--- src/rtl/timed_seq_pkg.sv ---
`default_nettype none
// ============================================================================
//  Module   : timed_seq_pkg
//  Purpose  : Shared types and helpers for the timed sequence controller.
//             t_seq_state   - playback FSM states (IDLE, RUN)
//             cycles_per_tick - system clocks per duration tick
//  Revision : 1.0 - initial release
// ============================================================================
package timed_seq_pkg;

    typedef enum logic [0:0] {
        IDLE = 1'b0,
        RUN  = 1'b1
    } t_seq_state;

    // Integer division; callers must pick MAIN_HZ >= TICK_HZ so the result
    // is at least one clock per tick.
    function automatic int cycles_per_tick(input int main_hz, input int tick_hz);
        return main_hz / tick_hz;
    endfunction

endpackage

`default_nettype wire

--- src/rtl/tick_gen.sv ---
`default_nettype none
// ============================================================================
//  Module   : tick_gen
//  Purpose  : Prescaler producing a one-cycle tick every CPT enabled cycles.
//  Ports    : clk      - system clock
//             rst_n    - synchronous active-low reset (clears the count)
//             i_clear  - synchronous clear, dominates enable
//             i_enable - count enable; low freezes the count
//             o_tick   - high in the enabled cycle where count = CPT-1
//  Revision : 1.0 - initial release
// ============================================================================
module tick_gen #(
    parameter int CPT = 1
) (
    input  logic clk,
    input  logic rst_n,
    input  logic i_clear,
    input  logic i_enable,
    output logic o_tick
);

    // A one-bit counter is kept even for CPT = 1 so the logic stays legal;
    // in that case it simply sits at zero and every enabled cycle ticks.
    localparam int              c_cw   = (CPT > 1) ? $clog2(CPT) : 1;
    localparam logic [c_cw-1:0] c_last = c_cw'(CPT - 1);

    logic [c_cw-1:0] r_cnt;
    logic            w_at_last;

    assign w_at_last = (r_cnt == c_last);

    always_ff @(posedge clk) begin
        if (!rst_n) begin
            r_cnt <= '0;
        end else if (i_clear) begin
            r_cnt <= '0;
        end else if (i_enable) begin
            r_cnt <= w_at_last ? '0 : r_cnt + c_cw'(1);
        end
    end

    assign o_tick = i_enable && !i_clear && w_at_last;

endmodule

`default_nettype wire

--- src/rtl/timed_seq_ctrl.sv ---
`default_nettype none
// ============================================================================
//  Module   : timed_seq_ctrl
//  Purpose  : Plays a host-loaded table of (data, duration) entries onto
//             out_data, each word held for max(dur,1) ticks; one-shot or
//             looping, with stop and pause.
//  Ports    : in_clk      - system clock
//             in_rst      - synchronous active-low reset
//             in_enable   - tick enable (low pauses, outputs held)
//             in_wr       - table write strobe
//             in_wr_addr  - table write address
//             in_wr_data  - data word to write
//             in_wr_dur   - duration (ticks) to write
//             in_start    - start playback (IDLE only, 1 <= in_len <= DEPTH)
//             in_stop     - abort playback
//             in_len      - number of entries to play, sampled at start
//             in_loop     - loop mode, sampled at start
//             out_data    - current sequence word (IDLE_DATA when idle)
//             out_busy    - high while playing
//             out_done    - one-cycle pulse at natural end of a one-shot run
//             out_idx     - index of the entry currently playing
//  Revision : 1.0 - initial release
// ============================================================================
module timed_seq_ctrl
    import timed_seq_pkg::*;
#(
    parameter int                   MAIN_HZ   = 1_000_000,
    parameter int                   TICK_HZ   = 1_000,
    parameter int                   DATA_BITS = 8,
    parameter int                   DUR_BITS  = 8,
    parameter int                   ADDR_BITS = 4,
    parameter logic [DATA_BITS-1:0] IDLE_DATA = '0
) (
    input  logic                 in_clk,
    input  logic                 in_rst,
    input  logic                 in_enable,
    input  logic                 in_wr,
    input  logic [ADDR_BITS-1:0] in_wr_addr,
    input  logic [DATA_BITS-1:0] in_wr_data,
    input  logic [DUR_BITS-1:0]  in_wr_dur,
    input  logic                 in_start,
    input  logic                 in_stop,
    input  logic [ADDR_BITS:0]   in_len,
    input  logic                 in_loop,
    output logic [DATA_BITS-1:0] out_data,
    output logic                 out_busy,
    output logic                 out_done,
    output logic [ADDR_BITS-1:0] out_idx
);

    localparam int               c_cpt     = cycles_per_tick(MAIN_HZ, TICK_HZ);
    localparam int               c_depth   = 2 ** ADDR_BITS;
    localparam int               c_ew      = DATA_BITS + DUR_BITS;
    localparam logic [ADDR_BITS:0] c_len_max = (ADDR_BITS + 1)'(c_depth);

    // ------------------------------------------------------------------
    // Entry table: {data, duration} per slot, not reset, read combinationally.
    // ------------------------------------------------------------------
    logic [c_ew-1:0] r_table [c_depth];

    always_ff @(posedge in_clk) begin
        if (in_wr) begin
            r_table[in_wr_addr] <= {in_wr_data, in_wr_dur};
        end
    end

    // ------------------------------------------------------------------
    // State and registered outputs
    // ------------------------------------------------------------------
    t_seq_state           r_state,  w_state_nxt;
    logic [DATA_BITS-1:0] r_data,   w_data_nxt;
    logic [ADDR_BITS-1:0] r_idx,    w_idx_nxt;
    logic [DUR_BITS-1:0]  r_remain, w_remain_nxt;
    logic [ADDR_BITS:0]   r_len,    w_len_nxt;
    logic                 r_loop,   w_loop_nxt;
    logic                 r_done,   w_done_nxt;
    logic                 r_busy,   w_busy_nxt;

    logic                 w_tick;
    logic                 w_start_ok;
    logic [ADDR_BITS:0]   w_idx_inc;
    logic                 w_last;
    logic [ADDR_BITS-1:0] w_rd_addr;
    logic [c_ew-1:0]      w_rd_entry;
    logic [DATA_BITS-1:0] w_rd_data;
    logic [DUR_BITS-1:0]  w_rd_dur;

    // Prescaler is held cleared whenever we are not playing, so every run
    // (including one started on the done cycle) begins from count 0.
    tick_gen #(
        .CPT (c_cpt)
    ) u_tick_gen (
        .clk      (in_clk),
        .rst_n    (in_rst),
        .i_clear  (r_state != RUN),
        .i_enable (in_enable),
        .o_tick   (w_tick)
    );

    assign w_start_ok = in_start && (in_len != '0) && (in_len <= c_len_max);

    // Compare in ADDR_BITS+1 bits so len = DEPTH does not wrap.
    assign w_idx_inc  = {1'b0, r_idx} + (ADDR_BITS + 1)'(1);
    assign w_last     = (w_idx_inc >= r_len);

    // The only entry ever loaded is entry 0 (start, loop wrap) or idx+1.
    assign w_rd_addr  = (r_state == RUN && !w_last) ? w_idx_inc[ADDR_BITS-1:0] : '0;
    assign w_rd_entry = r_table[w_rd_addr];
    assign w_rd_data  = w_rd_entry[c_ew-1:DUR_BITS];
    assign w_rd_dur   = w_rd_entry[DUR_BITS-1:0];

    always_comb begin
        w_state_nxt  = r_state;
        w_data_nxt   = r_data;
        w_idx_nxt    = r_idx;
        w_remain_nxt = r_remain;
        w_len_nxt    = r_len;
        w_loop_nxt   = r_loop;
        w_done_nxt   = 1'b0;

        case (r_state)
            IDLE: begin
                if (w_start_ok) begin
                    w_state_nxt  = RUN;
                    w_len_nxt    = in_len;
                    w_loop_nxt   = in_loop;
                    w_idx_nxt    = '0;
                    w_data_nxt   = w_rd_data;
                    w_remain_nxt = w_rd_dur;
                end
            end
            RUN: begin
                if (in_stop) begin
                    w_state_nxt = IDLE;
                    w_data_nxt  = IDLE_DATA;
                    w_idx_nxt   = '0;
                end else if (w_tick) begin
                    // remain of 0 or 1 both end the entry: duration 0 acts as 1.
                    if (r_remain > DUR_BITS'(1)) begin
                        w_remain_nxt = r_remain - DUR_BITS'(1);
                    end else if (!w_last || r_loop) begin
                        w_idx_nxt    = w_rd_addr;
                        w_data_nxt   = w_rd_data;
                        w_remain_nxt = w_rd_dur;
                    end else begin
                        w_state_nxt = IDLE;
                        w_data_nxt  = IDLE_DATA;
                        w_idx_nxt   = '0;
                        w_done_nxt  = 1'b1;
                    end
                end
            end
            default: begin
                w_state_nxt = IDLE;
                w_data_nxt  = IDLE_DATA;
                w_idx_nxt   = '0;
            end
        endcase
    end

    assign w_busy_nxt = (w_state_nxt == RUN);

    always_ff @(posedge in_clk) begin
        if (!in_rst) begin
            r_state  <= IDLE;
            r_data   <= IDLE_DATA;
            r_idx    <= '0;
            r_remain <= '0;
            r_len    <= '0;
            r_loop   <= 1'b0;
            r_done   <= 1'b0;
            r_busy   <= 1'b0;
        end else begin
            r_state  <= w_state_nxt;
            r_data   <= w_data_nxt;
            r_idx    <= w_idx_nxt;
            r_remain <= w_remain_nxt;
            r_len    <= w_len_nxt;
            r_loop   <= w_loop_nxt;
            r_done   <= w_done_nxt;
            r_busy   <= w_busy_nxt;
        end
    end

    assign out_data = r_data;
    assign out_busy = r_busy;
    assign out_done = r_done;
    assign out_idx  = r_idx;

endmodule

`default_nettype wire

--- config.mk ---
export PLATFORM = sky130hd
export DESIGN_NAME = timed_seq_ctrl
export DESIGN_NICKNAME = d
export VERILOG_FILES = /design/src/rtl/timed_seq_pkg.sv /design/src/rtl/tick_gen.sv /design/src/rtl/timed_seq_ctrl.sv
export SDC_FILE = /design/constraint.sdc
export NUM_CORES = 1
export LEC_CHECK = 0
export CAP_MARGIN = 20
export CORE_ASPECT_RATIO = 1.2
export CORE_MARGIN = 3
export CORE_UTILIZATION = 50
export DETAILED_ROUTE_END_ITERATION = 7
export PLACE_DENSITY = 0.78
export SETUP_SLACK_MARGIN = 0.05
export SLEW_MARGIN = 0
export SYNTH_ARGS = -nofsm -noshare
export SYNTH_HDL_FRONTEND = slang
export SYNTH_SLANG_ARGS = --single-unit
export TNS_END_PERCENT = 20
--- constraint.sdc ---
create_clock -name in_clk -period 5.05 [get_ports in_clk]
set_input_delay 0.7575 -clock in_clk [delete_from_list [all_inputs] [get_ports in_clk]]
set_output_delay 0.7575 -clock in_clk [all_outputs]
set_load 0.02 [all_outputs]
==> results of run 1 <==
cells in the mapped netlist, drive strengths merged (6+ instances only):
| cell type | number | area [um^2] |
|---|---|---|
| o311ai | 7 | 61.3 |
| a32oi | 12 | 105 |
| o21ai | 19 | 98.9 |
| a21oi | 60 | 308 |
| nand2 | 126 | 475 |
| a31oi | 6 | 52.6 |
| mux2i | 50 | 500 |
| a22oi | 9 | 67.6 |
| xor2 | 7 | 61.3 |
| nor2 | 69 | 259 |
| a211oi | 8 | 70.1 |
| clkbuf | 28 | 105 |
| nor3 | 19 | 118 |
| dfxtp | 38 | 761 |
| and3 | 6 | 37.5 |
| buf | 11 | 66.3 |
| ha | 9 | 113 |
| inv | 11 | 41.3 |
| o211ai | 17 | 128 |
| mux2 | 7 | 78.8 |
| o22ai | 9 | 56.3 |
| nand3 | 29 | 145 |
| edfxtp | 256 | 7690 |
worst min-delay path: cells and delay by family, from the launching register on:
kind | cells | cell delay, ns
DFF | 1 | 0.31
AOI/OAI and AO/OA | 1 | 0.07
buffers and inverters | 1 | 0.06
final cells by class:
| cell class | instances | area share [%] |
|---|---|---|
| Clock inverter | 17 | 1.05 |
| Tap cell | 315 | 2.83 |
| Timing Repair Buffer | 81 | 5.32 |
| Sequential cell | 294 | 60.7 |
| Multi-Input combinational cell | 539 | 24.2 |
| Clock buffer | 36 | 5.47 |
| Inverter | 15 | 0.413 |
sequential cells by signal, summed over array words and instances, names as in the netlist:
register and flops:
out_done 1, r_loop 1, out_data 8, r_len 5, u_tick_gen.r_cnt 10, out_idx 4, out_busy 1, r_table 256
r_remain 8
worst max path at each step:
stage             endpoint  slack [ns]
6_report       out_data[7]        1.28
5_1_grt        r_remain[0]        0.99
4_1_cts        r_remain[0]        1.29
3_5_place_dp   r_remain[0]        1.24
3_3_place_gp   r_remain[6]        1.55
2_1_floorplan  out_data[3]        1.40
per-layer routing:
layer	vias to the layer above	share of wire, %	track usage [%]
li1	3536	-	-
met1	3904	38	30.2
met2	478	48	37.3
met3	91	9.9	4.05
met4	0	4.1	9.67
met5	-	0	0
kinds of logic after synthesis:
group	after synthesis
fa+ha+maj	9
simple gates	281
xor+xnor	9
buf+inv	54
compound gates	180
flops	294
mux	60
through the flow:
stage	setup slack, ns	util, %	instance area, um^2	cells	power [mW]
after floorplan	1.40	-	12000	887	2.91
after global placement	1.55	55.5	13000	1242	3.02
after detailed placement	1.24	55.5	13000	1243	3.03
after CTS	1.29	59.4	13900	1296	5.06
after global routing	0.986	59.4	13900	1297	5.19
final	1.28	59.4	13900	1297	5.04
power groups by stage:
stage               registers (mW)  logic, mW  clock network (mW)
global route                  2.72      0.281                2.18
detailed placement            2.77      0.255                   0
global placement              2.77      0.247                   0
finish                        2.72      0.259                2.06
CTS                           2.72      0.257                2.08
floorplan                     2.77      0.141                   0
==> results.yml, run 1 <==
run_status:
  status: "complete, no violations"
logic_synthesis:
  synth_warnings: 0
  synth-async-reset-ratio_pct: 0
  synth_top_family_by_area: "simple AND/OR/NAND/NOR gates"
  ys_seq_elements: 294
  synth.area.mux_share_pct: 5.38
  synth_fp_nets: 928
  synth-edff-count: 256
  yosysUniqueCellTypes: 66
  ys.flop_type: "edfxtp_1"
  syn-cell-area_um2: 12000
  synth_xor_area_share_pct: 0.656
  synthAdderAreaFrac_pct: 0.937
  synth_compound_area_share_pct: 10.3
  yosys.area_share.simple_pct: 10.5
  postSynthCellCount: 887
  ys_seq_area_share_pct: 70.3
  synth_area_per_cell_um2: 13.5
critical_path:
  slowest_stage: "nor2_1"
  worstPathCellList: "nand3_1, xor2_1, inv_1, ha_1, and2_1, a21boi_2, buf_4, nor2_1, a32oi_1, o311ai_1, nand3_1"
  r2r-end: "out_data[7]"
  crit_start: "out_idx[2]"
  path_delay_family: "simple AND/OR/NAND/NOR gates"
  r2r_start: "out_idx[2]"
  path_class: "flop to flop"
  crit_buf_inv: 2
  slowest_delay_ns: 0.90
  path_depth: 11
  arrival_ns: 4.18
  cp_common_cell: "nand3_1"
  crit_fanout: 21
  worstRegToRegCells: 11
  r2r_slack_ns: 1.28
  required_ns: 5.47
  worstSetupStartpointType: "flop"
  cp-end-kind: "flop"
sta:
  tns_ns: 0
  maxSlewViolCount: 0
  rsz0062_at_grt: "no"
  period_minus_slack_ns: 3.77
  fin_hold_ws_ns: 0.494
  setup_viol_count_final: 0
  tightest_slew_ns: 1.15
  hold_viol: 0
  fin_skew_ns: 0.00556
  maxSlewHeadroom_pct: 23.1
  fin_crit_sh_pct: 74.6
  max_clock_freq_mhz: 265
routing:
  first_pass_iters: 6
  drt_first_iter_violations: 942
  via_per_inst: 6.18
  wl_per_cell_um: 23.1
  route.detailed.drc: 0
  wl_um: 29900
  vias: 8009
  ant_nets: 0
power_and_ir_drop:
  swShare_pct: 21.4
  netSwitchingPower_mw: 1.08
  pwr-share-comb_pct: 5.1
  pwr-share-clk_pct: 40.9
  leakage_nw: 4.53
  internal_power_mw: 3.96
  irDropWorstVdd_v: 0.000308
  power.density_nw_per_um2: 362
  seq_power_share_pct: 54.0
clocking:
  cts_made_buffers: 29
  cts_hold_buffers: 0
  clock-root-buffer: "clkbuf_16"
  cts.path.max_buffers: 3
  cts_sinks: 294
  postCtsSetupRepairBufs: 0
  clk_pin_slew_ns: 0.06
  htreeDepth: 1
  tritoncts: "built"
  clk_latency_ns: 0.54
  cts_resized: 0
global_route:
  grt_pass1_vias: 8012
  grt-ovfl-total: 0
  track_usage_pct: 22.8
  antenna_found_initial: 0
  grt_pass1_wl_um: 45700
  grt_start_max_net_pins: 75
job:
  drv_cap: 0
finish:
  fillers: 1764
  drive_above_1_share_pct: 11.6
  mostFrequentLayoutCells: "edfxtp_1, nand2_1, nor2_1"
  nets: 1001
  final_common_cell: "edfxtp_1"
  n_antenna_cell: 0
  multiInputGateArea_um2: 3380
  seqCellArea_um2: 8450
  area_growth_pct: 15.9
floorplanning:
  fp-row-count: 61
  die_h_um: 176
  die_area_um2: 25900
  pin_count: 46
  core_um2: 23400
  start_util_pct: 51.3
  die_w_um: 148
placed_design:
  dp_hpwl_um: 18600
  gp_congestion: 0.854
  place.port_buffers: 45
min_path:
  min_from: "r_remain[6]"
  min_to: "r_remain[6]"
  hold_path_depth: 2
  holdCritPathClass: "flop to flop"
Note: power is estimated with default switching activity, not from simulation.
==> run 2: changes to the inputs <==
==> constraint.sdc (replaced) <==
create_clock -name in_clk -period 3.9 [get_ports in_clk]
set_input_delay 0.585 -clock in_clk [delete_from_list [all_inputs] [get_ports in_clk]]
set_output_delay 0.585 -clock in_clk [all_outputs]
set_load 0.02 [all_outputs]
==> run 2 against run 1 <==
  * Non-clock buffer count is 15 higher
  * Worst setup slack worse by 0.83 ns
  * Critical path type unchanged
  * Clock-buffer cell count is 1 higher
  * Cell area is 2.5% higher
  * Power is 39% higher
  * Largest cell class unchanged
==> results.yml, run 2 (synthesized netlist as in run 1, its figures left out) <==
run_status:
  status: "complete, no violations"
sta:
  setup_viol_count_final: 0
  max_clock_freq_mhz: 290
  rsz0062_at_grt: "no"
  tightest_slew_ns: 0.761
  period_minus_slack_ns: 3.45
  hold_viol: 0
  tns_ns: 0
  fin_crit_sh_pct: 88.4
  fin_skew_ns: 0.0159
  maxSlewHeadroom_pct: 49.0
  maxSlewViolCount: 0
  fin_hold_ws_ns: 0.496
routing:
  drt_first_iter_violations: 774
  vias: 8046
  route.detailed.drc: 0
  wl_per_cell_um: 23.2
  via_per_inst: 6.13
  first_pass_iters: 5
  ant_nets: 0
  wl_um: 30400
floorplanning:
  pin_count: 46
  die_h_um: 176
  core_um2: 23400
  fp-row-count: 61
  die_area_um2: 25900
  start_util_pct: 51.3
  die_w_um: 148
critical_path:
  path_class: "flop to flop"
  slowest_delay_ns: 0.49
  arrival_ns: 3.92
  worstPathCellList: "nand3_1, xor2_1, inv_1, ha_1, a21oi_2, nand2_1, a211oi_4, buf_12, nand2_1, a2111oi_0, a21oi_1, a41oi_1"
  cp_common_cell: "nand2_1"
  slowest_stage: "a2111oi_0"
  r2r_start: "out_idx[2]"
  crit_fanout: 38
  path_delay_family: "compound AO/OA/AOI/OAI gates"
  worstSetupStartpointType: "flop"
  required_ns: 4.37
  crit_buf_inv: 2
  cp-end-kind: "flop"
  crit_start: "out_idx[2]"
placed_design:
  place.port_buffers: 45
  gp_congestion: 0.883
  dp_hpwl_um: 18600
clocking:
  postCtsSetupRepairBufs: 0
  htreeDepth: 1
  clk_pin_slew_ns: 0.07
  cts_resized: 0
  cts_sinks: 294
  clock-root-buffer: "clkbuf_16"
  cts_hold_buffers: 0
  cts.path.max_buffers: 3
  tritoncts: "built"
  cts_made_buffers: 29
  clk_latency_ns: 0.55
global_route:
  grt_pass1_wl_um: 45500
  grt_start_max_net_pins: 44
  track_usage_pct: 23.0
  grt-ovfl-total: 0
  grt_pass1_vias: 7997
  antenna_found_initial: 0
power_and_ir_drop:
  irDropWorstVdd_v: 0.000511
  leakage_nw: 4.70
  power.density_nw_per_um2: 491
job:
  drv_cap: 0
finish:
  top_regs: "r_table (256), u_tick_gen.r_cnt (10)"
  final_common_cell: "edfxtp_1"
  area_growth_pct: 18.8
  drive_above_1_share_pct: 13.4
  largest_register_ffs: 256
  nets: 1016
  n_antenna_cell: 0
  largest-register: "r_table"
  fillers: 1776
  mostFrequentLayoutCells: "edfxtp_1, nand2_1, nor2_1"
min_path:
  holdCritPathClass: "flop to flop"
  min_from: "out_data[0]"
[run 2: cell count changes in the layout (fill, tap and decap cells not counted), moves of 2 or more]
cell,delta
buf_4,+13
bufinv_16,+6
clkinv_2,-5
buf_12,+4
clkinv_1,-3
clkbuf_8,+2
[run 2: layer usage]
layer | part of all wire [%] | global-route usage, %
met1 | 38 | 29.7
met2 | 48 | 38.3
met3 | 9.3 | 4.54
met4 | 4.6 | 9.83
met5 | 0 | 0
[run 2: through the flow]
| stage | cells | utilization, % | setup WS, ns | instance area [um^2] | total power, mW |
|---|---|---|---|---|---|
| after CTS | 1313 | 60.9 | 0.502 | 14300 | 7.03 |
| after floorplan | 887 | - | 0.253 | 12000 | 3.76 |
| after global placement | 1259 | 56.2 | 0.580 | 13200 | 3.91 |
| final | 1313 | 60.9 | 0.453 | 14300 | 7.01 |
| after global routing | 1313 | 60.9 | 0.157 | 14300 | 7.19 |
| after detailed placement | 1259 | 56.2 | 0.529 | 13200 | 3.92 |
[run 2: worst register-to-register path: stages, from the launching register on]
cell	delay [ns]
dfxtp_1	0.40
nand3_1	0.12
xor2_1	0.35
inv_1	0.17
ha_1	0.22
a21oi_2	0.25
nand2_1	0.23
a211oi_4	0.40
buf_12	0.28
nand2_1	0.10
a2111oi_0	0.49
a21oi_1	0.15
a41oi_1	0.22
[run 2: power breakdown]
group / internal (mW) / leakage, nW / switching [mW]
combinational: 0.122 / 1.55 / 0.221
sequential: 3.49 / 2.62 / 0.0306
clock: 1.96 / 0.526 / 1.18
total: 5.57 / 4.70 / 1.43
[run 2: final cells by class]
type	instances	area (um^2)	share of cell area, %
well taps	315	394	2.76
clock buffers	37	786	5.51
multi-input cells	539	3380	23.7
repair buffers	96	896	6.28
clock inverters	17	312	2.18
inverters	15	57.6	0.403
flip-flops and latches	294	8450	59.2
[run 2: path summary, 6_finish.rpt]
kind                 end  slack [ns]  cells after the start
min          out_data[0]        0.50                      2
max          r_remain[0]        0.45                     12
min reg2reg  out_data[0]        0.50                      2
max reg2reg  r_remain[0]        0.45                     12
==> run 3: changes to the inputs <==
--- a/config.mk
+++ b/config.mk
@@ -10,7 +10,7 @@
 export CORE_MARGIN = 3
 export CORE_UTILIZATION = 50
 export DETAILED_ROUTE_END_ITERATION = 7
-export PLACE_DENSITY = 0.78
+export PLACE_DENSITY = 0.64
 export SETUP_SLACK_MARGIN = 0.05
 export SLEW_MARGIN = 0
 export SYNTH_ARGS = -nofsm -noshare
==> run 3 against run 2 <==
  * Routed wire length shrank 0.17%
  * Flip-flop and latch count is the same
  * Combinational power is essentially flat
  * Clock skew shrank 0.0044 ns
  * First-iteration DRC count shrank 15%
  * Register-to-register slack gained 0.02 ns
  * Core utilization shrank 0.22 points
  * Critical path depth shrank 1
  * Worst hold slack lost 0.0070 ns
  * Sequential power is essentially flat
  * Via count shrank 3.0%
  * Non-clock buffer count shrank 3
  * Critical endpoint unchanged
  * Highest routed layer unchanged
==> results.yml, run 3 (synthesized netlist as in run 1, its figures left out) <==
floorplanning:
  start_util_pct: 51.3
  die_h_um: 176
  die_w_um: 148
  pin_count: 46
  fp-row-count: 61
  die_area_um2: 25900
  core_um2: 23400
clocking:
  cts_hold_buffers: 0
  clk_latency_ns: 0.55
  htreeDepth: 1
  clock-root-buffer: "clkbuf_16"
  cts.path.max_buffers: 3
  cts_resized: 0
  cts_sinks: 294
  tritoncts: "built"
  clk_pin_slew_ns: 0.07
  postCtsSetupRepairBufs: 0
  cts_made_buffers: 30
min_path:
  min_to: "u_tick_gen.r_cnt[9]"
  min_from: "u_tick_gen.r_cnt[9]"
  holdCritPathClass: "flop to flop"
  hold_path_depth: 2
sta:
  max_clock_freq_mhz: 292
  hold_viol: 0
  setup_slack_ns: 0.473
  period_minus_slack_ns: 3.43
  setup_viol_count_final: 0
  tns_ns: 0
  fin_crit_sh_pct: 87.9
  tightest_slew_ns: 0.858
  maxSlewHeadroom_pct: 42.6
  maxSlewViolCount: 0
  rsz0062_at_grt: "no"
  fin_skew_ns: 0.0115
routing:
  via_per_inst: 5.95
  route.detailed.drc: 0
  wl_per_cell_um: 23.1
  vias: 7808
  wl_um: 30300
  first_pass_iters: 5
  ant_nets: 0
  drt_first_iter_violations: 657
finish:
  final_common_cell: "edfxtp_1"
  largest-register: "r_table"
  largest_register_ffs: 256
  drive_above_1_share_pct: 13.6
  top_regs: "r_table (256), u_tick_gen.r_cnt (10)"
  nets: 1014
  mostFrequentLayoutCells: "edfxtp_1, nand2_1, nor2_1"
  area_growth_pct: 18.4
  finalCoreUtilization_pct: 60.7
  n_antenna_cell: 0
power_and_ir_drop:
  total_power_mw: 6.91
  irDropWorstVdd_v: 0.000374
  leakage_nw: 4.67
  power.density_nw_per_um2: 486
placed_design:
  dp_slack_ns: 0.606
  dp_hpwl_um: 18400
  gp_congestion: 0.876
  place.port_buffers: 45
global_route:
  antenna_found_initial: 0
  grt_pass1_vias: 7762
  grt-ovfl-total: 0
  grt_start_max_net_pins: 55
  grt_pass1_wl_um: 45700
  track_usage_pct: 23.4
critical_path:
  r2r_slack_ns: 0.47
  arrival_ns: 3.90
  crit_fanout: 54
  r2r_start: "out_idx[2]"
  required_ns: 4.38
  path_class: "flop to flop"
  worstRegToRegCells: 11
  worstSetupStartpointType: "flop"
  cp-end-kind: "flop"
  r2r-end: "r_remain[0]"
job:
  drv_cap: 0
run_status:
  status: "complete, no violations"
run 3: cell count changes in the layout (fill, tap and decap cells not counted), moves of 2 or more:
cell	change
buf_4	-2
bufinv_16	-2
clkbuf_16	+2
clkinv_1	+5
clkinv_2	+3
clkinvlp_4	-2
nor2_1	-7
nor2_2	+7
run 3: critical path: stages, from the launching register on:
cell,delay (ns)
dfxtp_1,0.42
nand3_1,0.12
xor2_1,0.39
inv_1,0.19
ha_1,0.32
and2_1,0.29
a211oi_4,0.33
buf_12,0.32
nand2_1,0.12
a2111oi_0,0.49
a21oi_1,0.13
a41oi_1,0.21
run 3: report_power, final:
group	switching (mW)	internal (mW)	total [mW]
Combinational	0.219	0.121	0.340
Clock	1.17	1.88	3.05
Sequential	0.0303	3.49	3.52
Total	1.42	5.49	6.91
run 3: through the flow:
step,std cells,hold slack [ns],instance area [um^2]
detailed placement,1256,0.477,13200
global route,1312,0.502,14200
global placement,1256,0.464,13200
finish,1312,0.489,14200
CTS,1312,0.489,14200
floorplan,887,0.453,12000
run 3: area by class of cell:
| type | count | area, um^2 |
|---|---|---|
| Fill cell | 1823 | 9210 |
| Tap cell | 315 | 394 |
| Sequential cell | 294 | 8450 |
| Timing Repair Buffer | 93 | 861 |
| Clock inverter | 19 | 245 |
| Clock buffer | 37 | 818 |
| Inverter | 15 | 57.6 |
| Multi-Input combinational cell | 539 | 3390 |
run 3: per-layer routing:
| layer | global-route usage, % | wire length (um) | up-vias |
|---|---|---|---|
| met5 | 0 | 0 | - |
| met4 | 8.04 | 903 | 0 |
| met3 | 4.15 | 2380 | 53 |
| met2 | 38.6 | 14800 | 313 |
| met1 | 31.5 | 12300 | 3875 |
| li1 | - | - | 3567 |
run 3: worst max path at each step:
stage | start | endpoint | slack, ns | cells past startpoint
3_3_place_gp | out_idx[2] | r_remain[7] | 0.64 | 11
6_report | out_idx[2] | r_remain[0] | 0.47 | 11
5_1_grt | out_idx[2] | r_remain[0] | 0.35 | 11
4_1_cts | out_idx[2] | r_remain[0] | 0.54 | 11
3_5_place_dp | in_len[0] | r_remain[6] | 0.61 | 8
2_1_floorplan | out_idx[0] | out_data[3] | 0.25 | 14
==> patch 1, RTL diff (flow settings as in run 2) <==
The parameter `TICK_HZ` goes from 1_000 to 250.
--- a/src/rtl/timed_seq_ctrl.sv
+++ b/src/rtl/timed_seq_ctrl.sv
@@ -25,7 +25,7 @@
     import timed_seq_pkg::*;
 #(
     parameter int                   MAIN_HZ   = 1_000_000,
-    parameter int                   TICK_HZ   = 1_000,
+    parameter int                   TICK_HZ   = 250,
     parameter int                   DATA_BITS = 8,
     parameter int                   DUR_BITS  = 8,
     parameter int                   ADDR_BITS = 4,
Formal check against the unedited RTL: same outputs for any inputs over 10 cycles, from zero or initial values and one cycle with in_rst low; that may be too few to reach the edited logic, so the function may still have changed.
==> patch 1 against run 2 <==
  * Cell area is 1.2% lower
  * Critical path type unchanged
  * Setup slack gained 0.058 ns
  * Total power is 7.7% lower
  * Area after synthesis up 2.2%
  * Routed wire length shrank 4.2%
  * Die area grew 2.1%
  * Largest cell class unchanged
  * Sequential cell count is 2 higher
==> patch 1: results (changes against run 2) <==
Finish
- Non-Filler Instances: 1283, was 1313
- Antenna diodes: 0, unchanged
- Top Registers: r_table x256, u_tick_gen.r_cnt x12, was r_table x256, u_tick_gen.r_cnt x10
- count of fill cells added during filler insertion: 1834, was 1776
- share of final-layout standard cells stronger than drive strength 1: 14.5%, was 13.4%
- final layout net count: 983, was 1016

Drt
- length of the first detailed-routing pass in iterations: 5, unchanged
- starting DRC count in detailed routing: 937, was 774
- via density per instance: 6.10, was 6.13
- aggregate routed wire length: 29100 um, was 30400 um

Power and ir drop
- Leak: 4.55 nW, was 4.70 nW
- worst ir drop on vdd: 0.271 mV, was 0.511 mV

Global routing
- number of antenna violations at the first check in global routing: 0, unchanged
- number of global-route vias before repair: 7753, was 7997
- GRT Overall Usage: 22.0%, was 23.0%
- first-pass GRT wire length: 44800 um, was 45500 um
- maximum number of pins on one net before global-route repair: 61, was 44

Clocking
- H-tree depth: 1, unchanged
- number of buffers added for setup after CTS: 0, unchanged
- clock-pin slew on the worst setup and hold paths: 0.06 ns
- CTS buffer count: 28, was 29
- number of cells upsized or downsized after cts: 0, unchanged
- root cell of the clock tree: sky130_fd_sc_hd__clkbuf_16, unchanged
- Max Root-Sink Buffers: 3, unchanged
- clock latency of the later-clocked register in the worst-skew pair: 0.53 ns, was 0.55 ns

Placed design
- GPL Wtd Cong: 0.872, was 0.883
- pre-CTS worst setup slack: 0.434 ns, was 0.529 ns
- # port buffers: 45, unchanged
- placed cell count: 1232, was 1259
- HPWL after detailed placement: 17800 um, was 18600 um

Worst hold path
- type of the most critical hold path: reg2reg, unchanged

Synthesis
- average instance area after synthesis: 14.0 sq um, was 13.5 sq um
- fraction of registers with async set/reset: 0%, unchanged
- portion of the post-synthesis area used by sequential elements: 69.2%, was 70.3%
- Netlist cell types: 75, was 66
- synth cell count leaders: sky130_fd_sc_hd__edfxtp_1, sky130_fd_sc_hd__a21oi_1, sky130_fd_sc_hd__nand2_1, was sky130_fd_sc_hd__edfxtp_1, sky130_fd_sc_hd__nand2_1, sky130_fd_sc_hd__nor2_1
- biggest area contributors in the synthesized netlist: sky130_fd_sc_hd__edfxtp_1, sky130_fd_sc_hd__dfxtp_1, sky130_fd_sc_hd__mux2i_1, sky130_fd_sc_hd__a21oi_1, sky130_fd_sc_hd__mux2_2, was sky130_fd_sc_hd__edfxtp_1, sky130_fd_sc_hd__dfxtp_1, sky130_fd_sc_hd__mux2i_1, sky130_fd_sc_hd__nand2_1, sky130_fd_sc_hd__a21oi_1
- count of flip-flops with a built-in enable after synthesis: 256, unchanged
- post-synth net total: 918, was 928
- Yosys warning total: 0, unchanged

STA
- skew final: 0.00849 ns, was 0.0159 ns
- slew margin rel.: 38.7%, was 49.0%

Outcome
- result of the run: finished, final reports clean, unchanged

Critical path
- maximum fanout count along the critical path: 10, was 38
- data arrival at the endpoint of the critical path: 3.87 ns, was 3.92 ns

-- patch 1: cell types whose count changed after synthesis, sizes merged, moves of 9 or more --
cell | before | now
mux2i | 50 | 37
buf | 11 | 35
a32oi | 12 | 1
mux2 | 7 | 24
a21oi | 60 | 76
a221oi | 3 | 16
nand2 | 126 | 61
clkbuf | 28 | 14
nand3 | 29 | 20
nor2 | 69 | 60
o21ai | 19 | 51
a211oi | 8 | 19
-- patch 1: worst max-delay path, stage by stage, from the launching register on --
cell,delay (ns)
sky130_fd_sc_hd__dfxtp_4,0.34
sky130_fd_sc_hd__ha_1,0.26
sky130_fd_sc_hd__xnor2_4,0.34
sky130_fd_sc_hd__inv_2,0.07
sky130_fd_sc_hd__ha_1,0.29
sky130_fd_sc_hd__a21oi_1,0.21
sky130_fd_sc_hd__o21a_1,0.33
sky130_fd_sc_hd__o21ai_2,0.22
sky130_fd_sc_hd__a21oi_1,0.48
sky130_fd_sc_hd__o221ai_1,0.23
sky130_fd_sc_hd__nor3_1,0.33
sky130_fd_sc_hd__o311a_1,0.21
-- patch 1: path summary, 6_finish.rpt --
kind	startpoint	endpoint	slack, ns	cells after the start
max	out_idx[0]	r_remain[1]	0.51	11
min	out_data[6]	out_data[6]	0.47	2
max reg2reg	out_idx[0]	r_remain[1]	0.51	11
min reg2reg	out_data[6]	out_data[6]	0.47	2
-- patch 1: metrics by stage --
stage	utilization (%)	instance area, sq um
floorplan	-	12300
global placement	55.0	13200
detailed placement	55.0	13200
CTS	58.6	14100
global route	58.6	14100
finish	58.6	14100
-- patch 1: metal layers --
metal	up-vias	GRT usage, %	routed length (um)
met5	-	0	0
li1	3531	-	-
met1	3883	29.3	11500
met3	60	3.42	2210
met4	0	7.52	815
met2	354	37.0	14600
-- patch 1: layout make-up --
cell class	instances	area (sq um)	area share, %
Sequential cell	296	8490	60.2
Multi-Input combinational cell	519	3540	25.1
Clock buffer	42	774	5.49
Timing Repair Buffer	84	743	5.27
Tap cell	320	400	2.84
Clock inverter	9	98.8	0.701
Inverter	13	48.8	0.346
-- patch 1: cell families after synthesis --
kind of cell	Yosys count	share of synthesized area [%]
muxes	66	6.14
xor gates and xnor gates	13	1.14
buffers and inverters	62	2.42
AOI/OAI and AO/OA	228	12.5
DFF	296	69.2
and+or+nand+nor	203	7.72
adders and majority gates	9	0.917
-- patch 1: where the power goes --
group          leakage (nW)  internal (W)  switching, W
Sequential             2.64       0.00351     0.0000302
Combinational          1.50      0.000120      0.000221
Clock                 0.410       0.00150       0.00109
Total                  4.55       0.00513       0.00134
==> patch 2, RTL diff (settings of run 2) <==
Without the edit above. Put one more register stage on the output `out_data`, with the module's reset. The value now appears one clock later. The other outputs are not delayed to match.
--- a/src/rtl/timed_seq_ctrl.sv
+++ b/src/rtl/timed_seq_ctrl.sv
@@ -182,7 +182,13 @@
         end
     end
 
-    assign out_data = r_data;
+    always_ff @(posedge in_clk) begin
+        if (!in_rst) begin
+            out_data <= '0;
+        end else begin
+            out_data <= r_data;
+        end
+    end
     assign out_busy = r_busy;
     assign out_done = r_done;
     assign out_idx  = r_idx;
Function: changed (Yosys sat finds a counterexample within 4 cycles, from zero or initial values and one cycle with in_rst low).
==> patch 2 against run 2 <==
  * Count of clock-buffer cells in the layout is 2 lower
  * Via count is 2.5% lower
  * Fmax is 6.3% lower
  * Routed wire length is 3.3% lower
  * Sequential cell count is 8 higher
  * Utilization is 1.5 points lower
  * Area after synthesis is 1.7% higher
  * Setup slack worse by 0.23 ns
  * Cell area is 0.25% lower
  * Highest routed layer unchanged
  * Sequential share of layout area is 1.3 points higher
  * Combinational power is 6% lower
  * Worst hold slack worse by 0.039 ns
  * Total power is 3.5% lower
==> patch 2: results (changes against run 2) <==
Outcome
- result of the run: finished, final reports clean, unchanged

Clocking
- CTS buffer count: 28, was 29
- number of buffers added for setup after CTS: 0, unchanged
- clock-pin slew on the worst setup and hold paths: 0.06 ns

Critical path
- maximum fanout count along the critical path: 23, was 38
- Reg2Reg Setup Slack: 0.22 ns, was 0.45 ns
- source of the worst register-to-register timing path: out_idx[1], was out_idx[2]
- data arrival at the endpoint of the critical path: 4.15 ns, was 3.92 ns
- Max stage delay cell, worst path: sky130_fd_sc_hd__o21ai_4, was sky130_fd_sc_hd__a2111oi_0
- Worst R2R End: r_remain[1], was r_remain[0]
- delay contributed by the slowest stage of the critical path: 0.68 ns, was 0.49 ns

Worst hold path
- Hold Crit Endpoint: out_data[2], was out_data[0]
- hold-critical path depth: 1, was 2
- startpoint of the lowest-slack hold path: r_data[2], was out_data[0]

Drt
- length of the first detailed-routing pass in iterations: 6, was 5
- starting DRC count in detailed routing: 1079, was 774
- aggregate routed wire length: 29400 um, was 30400 um
- via density per instance: 6.21, was 6.13

Finish
- share of final-layout standard cells stronger than drive strength 1: 14.3%, was 13.4%
- Top Registers: r_table x256, u_tick_gen.r_cnt x10, unchanged

Global routing
- first-pass GRT wire length: 44900 um, was 45500 um
- number of global-route vias before repair: 7756, was 7997
- GRT Overall Usage: 22.2%, was 23.0%
- maximum number of pins on one net before global-route repair: 61, was 44

STA
- skew final: 0.0151 ns, was 0.0159 ns
- slew margin rel.: 45.4%, was 49.0%

Synthesis
- fraction of registers with async set/reset: 0%, unchanged
- most used flip-flop cell after synthesis: sky130_fd_sc_hd__edfxtp_1, unchanged
- Netlist cell types: 78, was 66
- biggest area contributors in the synthesized netlist: sky130_fd_sc_hd__edfxtp_1, sky130_fd_sc_hd__dfxtp_1, sky130_fd_sc_hd__a211oi_1, sky130_fd_sc_hd__a21oi_1, sky130_fd_sc_hd__mux2i_1, was sky130_fd_sc_hd__edfxtp_1, sky130_fd_sc_hd__dfxtp_1, sky130_fd_sc_hd__mux2i_1, sky130_fd_sc_hd__nand2_1, sky130_fd_sc_hd__a21oi_1
- post-synth net total: 886, was 928
- portion of the post-synthesis area used by sequential elements: 70.5%, was 70.3%
- count of flip-flops with a built-in enable after synthesis: 256, unchanged
- synth cell count leaders: sky130_fd_sc_hd__edfxtp_1, sky130_fd_sc_hd__nand2_1, sky130_fd_sc_hd__a21oi_1, was sky130_fd_sc_hd__edfxtp_1, sky130_fd_sc_hd__nand2_1, sky130_fd_sc_hd__nor2_1

Placed design
- GPL Wtd Cong: 0.939, was 0.883
- HPWL after detailed placement: 17900 um, was 18600 um
- standard cell area after detailed placement: 13300 sq um, was 13200 sq um

Power and ir drop
- Leak: 4.57 nW, was 4.70 nW
- worst ir drop on vdd: 0.233 mV, was 0.511 mV

-- patch 2: changes by cell type after synthesis, moves of 16 or more --
| cell | delta |
|---|---|
| sky130_fd_sc_hd__nor2_1 | -21 |
| sky130_fd_sc_hd__nand2_1 | -69 |
| sky130_fd_sc_hd__a211oi_1 | +30 |
| sky130_fd_sc_hd__nand3_1 | -16 |
| sky130_fd_sc_hd__and2_1 | +17 |
| sky130_fd_sc_hd__mux2i_1 | -28 |
-- patch 2: report_power, final --
group | internal, W | switching (W) | total [W]
clock | 0.00168 | 0.00115 | 0.00283
combinational | 0.000114 | 0.000209 | 0.000323
sequential | 0.00357 | 0.0000315 | 0.00361
total | 0.00537 | 0.00139 | 0.00676
-- patch 2: critical path: cells and delay by family (launching register included) --
family	cells	cell delay (ns)
and+or+nand+nor	3	0.36
xor gates and xnor gates	1	0.13
DFF	1	0.38
AOI/OAI and AO/OA	4	1.74
adders and majority gates	2	0.55
buffers and inverters	2	0.45
-- patch 2: layout make-up --
class                      count  area, sq um
fill                        1715         9730
sequential                   302         8610
multi-input combinational    490         3420
timing repair buffer          88          798
clock buffer                  35          778
tap                          320          400
clock inverter                16          193
inverter                      11         41.3
-- patch 2: stage by stage --
step	worst slack (ns)	hold WS, ns	instances	total power [W]	utilization, %
6_report	0.222	0.457	1262	0.00676	59.4
5_1_grt	0.133	0.475	1262	0.00695	59.4
4_1_cts	0.284	0.463	1262	0.00678	59.4
3_5_place_dp	0.443	0.445	1211	0.00399	55.3
3_3_place_gp	0.525	0.446	1211	0.00398	55.3
2_1_floorplan	0.747	0.430	845	0.00383	-
-- patch 2: kinds of logic after synthesis --
group,after synthesis,share of synthesized area (%)
buffers and inverters,53,1.95
XOR/XNOR,11,0.850
AND/OR/NAND/NOR,204,8.47
adder cells (fa/ha/maj),9,0.922
AO/OA/AOI/OAI,225,13.4
multiplexers,41,3.92
flip-flops,302,70.5
-- patch 2: how the worst max path moves through the flow --
stage                  end  slack (ns)  startpoint  depth (start not counted)
3_3_place_gp     r_data[7]        0.52  out_idx[0]                         13
5_1_grt        r_remain[1]        0.13  out_idx[1]                         12
2_1_floorplan  r_remain[5]        0.75  out_idx[0]                         11
4_1_cts        r_remain[1]        0.28  out_idx[1]                         12
6_report       r_remain[1]        0.22  out_idx[1]                         12
3_5_place_dp   r_remain[1]        0.44  out_idx[1]                         12
-- patch 2: metal layers --
metal  track usage (%)  wire length [um]
met5                 0                 0
met4              7.62               849
met3              3.00              2720
met2              36.9             14300
met1              30.2             11500
